[src/rtl/cpu_ctrl_pkg.sv]
// cpu_ctrl_pkg -- shared encodings for the control unit, the X/Y/Z register
// bank and the ULA.
//   * register control codes (tx/ty/tz): CLEAR, LOAD, HOLD, SHIFTR
//   * ULA select codes (tula): ADD, SUB, default NOP value
//   * opcode values accepted by unidade_controle
//   * sequencer state encoding and the bundled control word
package cpu_ctrl_pkg;

  localparam int W_CODE = 4;
  typedef logic [W_CODE-1:0] code_t;

  // register control codes
  localparam code_t CTL_CLEAR  = 4'd0;
  localparam code_t CTL_LOAD   = 4'd1;
  localparam code_t CTL_HOLD   = 4'd2;
  localparam code_t CTL_SHIFTR = 4'd3;

  // ULA select codes; NOP is deliberately not 0 so an idle ULA never looks like ADD
  localparam code_t ULA_ADD     = 4'd0;
  localparam code_t ULA_SUB     = 4'd1;
  localparam code_t ULA_NOP_DEF = 4'd15;

  // opcodes; anything above OP_CLRALL is illegal
  localparam code_t OP_NOP    = 4'd0;
  localparam code_t OP_LDX    = 4'd1;
  localparam code_t OP_ADD    = 4'd2;
  localparam code_t OP_CLRY   = 4'd3;
  localparam code_t OP_SHR    = 4'd4;
  localparam code_t OP_MOVZ   = 4'd5;
  localparam code_t OP_CLRALL = 4'd6;

  typedef enum logic [1:0] {
    ST_IDLE = 2'd0,
    ST_EXEC = 2'd1,
    ST_DONE = 2'd2,
    ST_TRAP = 2'd3
  } uc_state_t;

  typedef struct packed {
    code_t tx;
    code_t ty;
    code_t tz;
    code_t tula;
  } ctrl_t;

  function automatic logic op_legal(input code_t op);
    return op <= OP_CLRALL;
  endfunction

  // control word driven whenever no operation is executing
  function automatic ctrl_t ctrl_idle(input code_t nop);
    ctrl_t c;
    c.tx   = CTL_HOLD;
    c.ty   = CTL_HOLD;
    c.tz   = CTL_HOLD;
    c.tula = nop;
    return c;
  endfunction

  // control word for one EXEC cycle; illegal opcodes decode as NOP
  function automatic ctrl_t decode(input code_t op, input code_t opr, input code_t nop);
    ctrl_t c;
    c = ctrl_idle(nop);
    case (op)
      OP_LDX:    c.tx = CTL_LOAD;
      OP_ADD:    begin c.ty = CTL_LOAD; c.tula = ULA_ADD; end
      OP_CLRY:   c.ty = CTL_CLEAR;
      OP_SHR:    c.ty = (opr != '0) ? CTL_SHIFTR : CTL_HOLD;
      OP_MOVZ:   c.tz = CTL_LOAD;
      OP_CLRALL: begin c.tx = CTL_CLEAR; c.ty = CTL_CLEAR; c.tz = CTL_CLEAR; end
      default:   c = ctrl_idle(nop);
    endcase
    return c;
  endfunction

endpackage

[src/rtl/uc_contador_repeticao.sv]
// uc_contador_repeticao -- loadable down-counter that sequences repeated SHR.
//   clock   : clock, all updates on posedge
//   reset_n : asynchronous active-low reset (count -> 0)
//   load    : load din (priority over dec)
//   dec     : decrement, saturates at zero
//   din     : load value
//   count   : current value
//   zero    : count == 0
module uc_contador_repeticao #(
  parameter int W = 4
) (
  input  logic         clock,
  input  logic         reset_n,
  input  logic         load,
  input  logic         dec,
  input  logic [W-1:0] din,
  output logic [W-1:0] count,
  output logic         zero
);

  always_ff @(posedge clock or negedge reset_n) begin
    if (!reset_n)                    count <= '0;
    else if (load)                   count <= din;
    else if (dec && (count != '0))   count <= count - 1'b1;
  end

  assign zero = (count == '0);

endmodule

[src/rtl/unidade_controle.sv]
// unidade_controle -- instruction sequencer feeding the X/Y/Z register bank
// and the ULA. One opcode/operand pair is accepted per valid/ready handshake
// in IDLE; the decoded control word is held for one EXEC cycle (or operand
// cycles for SHR), then DONE pulses for one cycle before returning to IDLE.
// All outputs are registers.
//   clock, reset_n     : clock, asynchronous active-low reset
//   instr_valid/ready  : instruction handshake (ready only in IDLE)
//   opcode, operand    : instruction; operand is the SHR repeat count
//   tx, ty, tz, tula   : register control codes and ULA select
//   busy               : EXEC or DONE
//   done               : one-cycle retire pulse
//   trap               : illegal-opcode trap
// Build option CU_ILLEGAL_TRAP_EN: when defined, an illegal opcode parks the
// block in TRAP (trap=1, ready=0, no done) until reset; when undefined it
// retires as a NOP and trap is tied low.
module unidade_controle
  import cpu_ctrl_pkg::*;
#(
  parameter int          W_CODE   = cpu_ctrl_pkg::W_CODE,
  parameter logic [3:0]  TULA_NOP = ULA_NOP_DEF
) (
  input  logic              clock,
  input  logic              reset_n,
  input  logic              instr_valid,
  output logic              instr_ready,
  input  logic [W_CODE-1:0] opcode,
  input  logic [W_CODE-1:0] operand,
  output logic [W_CODE-1:0] tx,
  output logic [W_CODE-1:0] ty,
  output logic [W_CODE-1:0] tz,
  output logic [W_CODE-1:0] tula,
  output logic              busy,
  output logic              done,
  output logic              trap
);

  uc_state_t         state;
  code_t             op_q;
  code_t             opr_q;
  ctrl_t             ctl;

  logic              accept;
  logic              cnt_dec;
  logic [W_CODE-1:0] cnt_din;
  logic [W_CODE-1:0] cnt;
  logic              cnt_zero;
  logic              last_exec;

  // instr_ready is high exactly in IDLE, so this is the handshake
  assign accept  = (state == ST_IDLE) && instr_valid;
  // only SHR repeats; every other op gets a zero count and retires after one cycle
  assign cnt_din = (opcode == OP_SHR) ? operand : '0;
  assign cnt_dec = (state == ST_EXEC);
  // count holds the cycles still to run including the current one
  assign last_exec = cnt_zero || (cnt == W_CODE'(1));

  uc_contador_repeticao #(.W(W_CODE)) u_cnt (
    .clock   (clock),
    .reset_n (reset_n),
    .load    (accept),
    .dec     (cnt_dec),
    .din     (cnt_din),
    .count   (cnt),
    .zero    (cnt_zero)
  );

`ifdef CU_ILLEGAL_TRAP_EN
  logic trap_q;
  assign trap = trap_q;
`else
  assign trap = 1'b0;
`endif

  always_ff @(posedge clock or negedge reset_n) begin
    if (!reset_n) begin
      state       <= ST_IDLE;
      op_q        <= OP_NOP;
      opr_q       <= '0;
      ctl         <= ctrl_idle(TULA_NOP);
      instr_ready <= 1'b1;
      busy        <= 1'b0;
      done        <= 1'b0;
`ifdef CU_ILLEGAL_TRAP_EN
      trap_q      <= 1'b0;
`endif
    end else begin
      case (state)
        ST_IDLE: begin
          if (instr_valid) begin
            op_q        <= opcode;
            opr_q       <= operand;
            instr_ready <= 1'b0;
`ifdef CU_ILLEGAL_TRAP_EN
            if (!op_legal(opcode)) begin
              state  <= ST_TRAP;
              trap_q <= 1'b1;
            end else begin
              state <= ST_EXEC;
              busy  <= 1'b1;
              ctl   <= decode(opcode, operand, TULA_NOP);
            end
`else
            state <= ST_EXEC;
            busy  <= 1'b1;
            ctl   <= decode(opcode, operand, TULA_NOP);
`endif
          end
        end
        ST_EXEC: begin
          if (last_exec) begin
            state <= ST_DONE;
            done  <= 1'b1;
            ctl   <= ctrl_idle(TULA_NOP);
          end else begin
            ctl <= decode(op_q, opr_q, TULA_NOP);
          end
        end
        ST_DONE: begin
          state       <= ST_IDLE;
          done        <= 1'b0;
          busy        <= 1'b0;
          instr_ready <= 1'b1;
        end
        ST_TRAP: begin
          // sticky: only reset_n leaves TRAP
          state <= ST_TRAP;
        end
        default: begin
          state       <= ST_IDLE;
          ctl         <= ctrl_idle(TULA_NOP);
          instr_ready <= 1'b1;
          busy        <= 1'b0;
          done        <= 1'b0;
        end
      endcase
    end
  end

  assign tx   = ctl.tx;
  assign ty   = ctl.ty;
  assign tz   = ctl.tz;
  assign tula = ctl.tula;

endmodule
[config.mk]
export PLATFORM = sky130hd
export DESIGN_NAME = unidade_controle
export DESIGN_NICKNAME = d
export VERILOG_FILES = /design/src/rtl/cpu_ctrl_pkg.sv /design/src/rtl/uc_contador_repeticao.sv /design/src/rtl/unidade_controle.sv
export SDC_FILE = /design/constraint.sdc
export NUM_CORES = 1
export LEC_CHECK = 0
export CAP_MARGIN = 20
export CORE_MARGIN = 10
export CORE_UTILIZATION = 45
export CTS_CLUSTER_DIAMETER = 40
export CTS_CLUSTER_SIZE = 28
export DETAILED_ROUTE_END_ITERATION = 7
export GPL_TIMING_DRIVEN = 0
export PLACE_DENSITY = 0.73
export SYNTH_ARGS = -nofsm -noshare
export SYNTH_HDL_FRONTEND = slang
export SYNTH_SLANG_ARGS = --single-unit
[constraint.sdc]
create_clock -name clock -period 2.19 [get_ports clock]
set_input_delay 0.219 -clock clock [delete_from_list [all_inputs] [get_ports clock]]
set_output_delay 0.219 -clock clock [all_outputs]
set_load 0.01 [all_outputs]
==> reports/summary.md <==
The global-route wire length before repair is 5.33 mm, and the proportion of layout cells with a drive suffix above 1 is 23.5%. Dividing the detail-routed wire length by the instance count gives 14.7 um. The arrival time of the worst setup path was 2.00 ns. After layout, the worst setup slack is 0.416 ns.

The routed wire length came out at 3.08 mm. The setup slack at placement is 0.419 ns, and the share of synthesized registers carrying an async set or reset is 100%. The signal on the critical path passes through inv_1 > ha_1 > nand2_2 > buf_2 > mux2_2. The average via count per standard cell came out at 5.11. The top cell type by total area after synthesis is sky130_fd_sc_hd__dfrtp_1. For the number of setup buffers added after CTS, the log shows 0.

The logs give 0 for the number of endpoints with negative hold slack in the final report and 132 for the cell count after synthesis. The floorplan step set the die height to 75.9 um. The power after layout is 838 uW. Count of H-tree levels built during CTS: 1. The most used flip-flop cell after synthesis was sky130_fd_sc_hd__dfrtp_1.

Setup repair after global routing left no endpoint under its margin. The number of global-route vias before repair is 1100. The run finished with clean final reports. Counting distinct cell types in the post-synthesis netlist gives 42.

The clock root buffer master was sky130_fd_sc_hd__clkbuf_4. The tools report the half-perimeter wire length of the detailed placement result as 2.45 mm. The final layout contains 185 nets. In this run, post-CTS hold repair placed 0 buffers.

For the final database, setup skew stands at 0.00442 ns. Clock-pin slew was measured on the worst setup and hold paths at 0.14 ns. The die is 75.9 um wide. The library cells used most frequently in the layout, excluding fill and tap cells, are sky130_fd_sc_hd__clkdlybuf4s50_1, sky130_fd_sc_hd__dfrtp_1, sky130_fd_sc_hd__buf_4. Static timing analysis puts the maximum clock frequency at 564 MHz. Path category of the worst min-delay check: in2async. The floorplan has 20 rows. IR analysis of the VDD net gives a maximum drop of 0.000340 V. At the worst endpoint, the required time is 2.42 ns. The total overflow left after global routing is 0. The cell area that synthesis handed to floorplanning was 0.00141 sq mm. The placer's final routability congestion estimate is 0.886. The run gives 4 as the detailed-router iteration count before antenna repair.

The floorplan step defined a core boundary enclosing 0.00303 sq mm. The number of synthesized flops with an enable pin is 0, and the sink count of the clock tree is 24. The synthesis-to-finish area growth is 26.7%. The later pin in the worst-skew pair is clocked with a latency of 0.32 ns.

In this run the remaining antenna-violating nets after routing total 0. The part of the cycle the worst path needs works out to 81.0%. The tools report the capturing element type of the critical path as a flip-flop. The finished cells cover 0.00178 sq mm. 31 I/O pins were placed. The routed layout has 1073 vias. The number of diodes added for antenna fixing was 0; the shortest period the worst path allows was 1.77 ns.

The number of antenna violations at the first check in global routing was 0. During synthesis, Yosys emitted a total of 0 warnings. Most common library cell in the layout ignoring fill and taps: sky130_fd_sc_hd__clkdlybuf4s50_1. The final number of max-transition violations was 0; the maximum fanout along the worst path was 10. The logs give 0 for the detailed-route DRC error count and 0 for the post-cts repair resize count. In this design, the stage delay of the slowest critical-path cell is 0.41 ns.

The run gives 0.00171 sq mm as the cell area after placement. The clock passes through at most 2 buffers. The worst setup path is of the reg2reg kind.

Measured against its own limit, the worst slew margin works out to 60.6%. In this run, the number of DRC markers left after iteration 0 of detailed routing was 82. In the global route stage, overall resource usage came out at 10.9%. After synthesis, the largest area contributor takes up 33.8% of total cell area. After synthesis the netlist holds a flip-flop and latch count of 24. Setup violations remaining at the end of the flow were counted as 0. The die covers 0.00576 sq mm. The share of the Yosys chip area taken by registers is 43.1%.

The starting density of the core was 46.4%. The setup TNS is 0 ns. The post-synthesis average cell area was 10.7 sq um; the number of max-capacitance violations reported was 0. Input and output buffers added on the ports amount to 23.

Summed over all cells, the static leakage comes to 0.000785 uW. For the pin with the worst max-slew slack, the measured transition is 0.582 ns. TritonCTS built the clock tree. The power density over the cells came out at 471 mW/mm^2. The slowest stage of the critical path belongs to the cell sky130_fd_sc_hd__dfrtp_1. The number of clock buffers added by TritonCTS is 3. Entering global routing, the biggest net connects 25 pins. Yosys attributes the largest share of cell area to sky130_fd_sc_hd__dfrtp_1, sky130_fd_sc_hd__dfstp_2, sky130_fd_sc_hd__ha_1. STA classifies the critical path startpoint as a flip-flop.
==> metrics by stage <==
stage / instances / util (%) / hold WS, ns
after floorplan: 138 / - / -0.0766
after detailed placement: 205 / 56.6 / 0.458
after global routing: 210 / 58.8 / 0.245
after global placement: 205 / 56.6 / 0.454
final: 210 / 58.8 / 0.215
after CTS: 209 / 58.3 / 0.478
==> worst max-delay path: cells and delay by family, from the launching register on <==
family                   cells  cell delay [ns]
flip-flops                   1             0.41
buffers and inverters        2             0.37
adder cells (fa/ha/maj)      1             0.29
AND/OR/NAND/NOR              1             0.24
multiplexers                 1             0.36
==> kinds of logic (layout without fill, tap and decap cells) <==
group | after synthesis | count (layout) | synth area share (%)
multiplexers | 11 | 11 | 8.81
AO/OA/AOI/OAI | 30 | 30 | 16.0
adder cells (fa/ha/maj) | 7 | 7 | 6.23
other | 1 | 7 | 0.267
XOR/XNOR | 3 | 3 | 1.87
buffers and inverters | 21 | 49 | 8.90
AND/OR/NAND/NOR | 35 | 35 | 14.8
flip-flops | 24 | 24 | 43.2
==> power breakdown <==
group	leakage [uW]	switching [uW]	internal, uW
registers	0.000291	0	444
logic	0.000466	32.7	31.5
clock network	0.0000279	145	185
total	0.000785	178	660
==> area by class of cell <==
cell class / instances / area (sq um)
buffer: 12 / 91.3
timing repair buffer: 24 / 245
sequential: 24 / 607
inverter: 9 / 33.8
clock inverter: 1 / 30.0
clock buffer: 3 / 22.5
tap: 44 / 55.1
fill: 275 / 1250
multi-input combinational: 93 / 697
==> flip-flops by register name, summed over array words and instances (netlist names) <==
signal,flops
done,1
u_cnt.count,4
tx,2
op_q,4
tz,2
instr_ready,1
state,2
busy,1
tula,1
ty,2
opr_q,4
==> per-layer routing <==
layer | vias up | track usage (%) | routed length (um)
met4 | 0 | 4.36 | 51
met3 | 6 | 3.54 | 242
met1 | 507 | 12.7 | 1320
met5 | - | 0 | 0
met2 | 41 | 17.9 | 1480
li1 | 519 | - | -
==> cell usage after synthesis, types with 4 or more instances <==
master                     instances
sky130_fd_sc_hd__nor2_1            7
sky130_fd_sc_hd__dfrtp_1          19
sky130_fd_sc_hd__inv_1             9
sky130_fd_sc_hd__nand2_1           8
sky130_fd_sc_hd__mux2_2            7
sky130_fd_sc_hd__dfstp_2           5
sky130_fd_sc_hd__buf_4            10
sky130_fd_sc_hd__nand2b_1          4
sky130_fd_sc_hd__ha_1              7
sky130_fd_sc_hd__a22o_1            5
sky130_fd_sc_hd__a21oi_1           4
==> final timing paths <==
| check | start | to | slack, ns | depth (start not counted) |
|---|---|---|---|---|
| setup / recovery | state[0]$_DFFE_PN0P_ | op_q[3]$_DFFE_PN0P_ | 0.42 | 5 |
| hold / removal | reset_n | tz[0]$_DFFE_PN0P_ | 0.22 | 1 |
| setup reg to reg | state[0]$_DFFE_PN0P_ | op_q[3]$_DFFE_PN0P_ | 0.42 | 5 |
| hold reg to reg | ty[1]$_DFFE_PN1P_ | ty[1]$_DFFE_PN1P_ | 0.48 | 2 |
| max in group asynchronous | reset_n | instr_ready$_DFFE_PN1P_ | 1.42 | 2 |
| min in group clock | ty[1]$_DFFE_PN1P_ | ty[1]$_DFFE_PN1P_ | 0.48 | 2 |
Note: power is estimated with default switching activity, not from simulation.
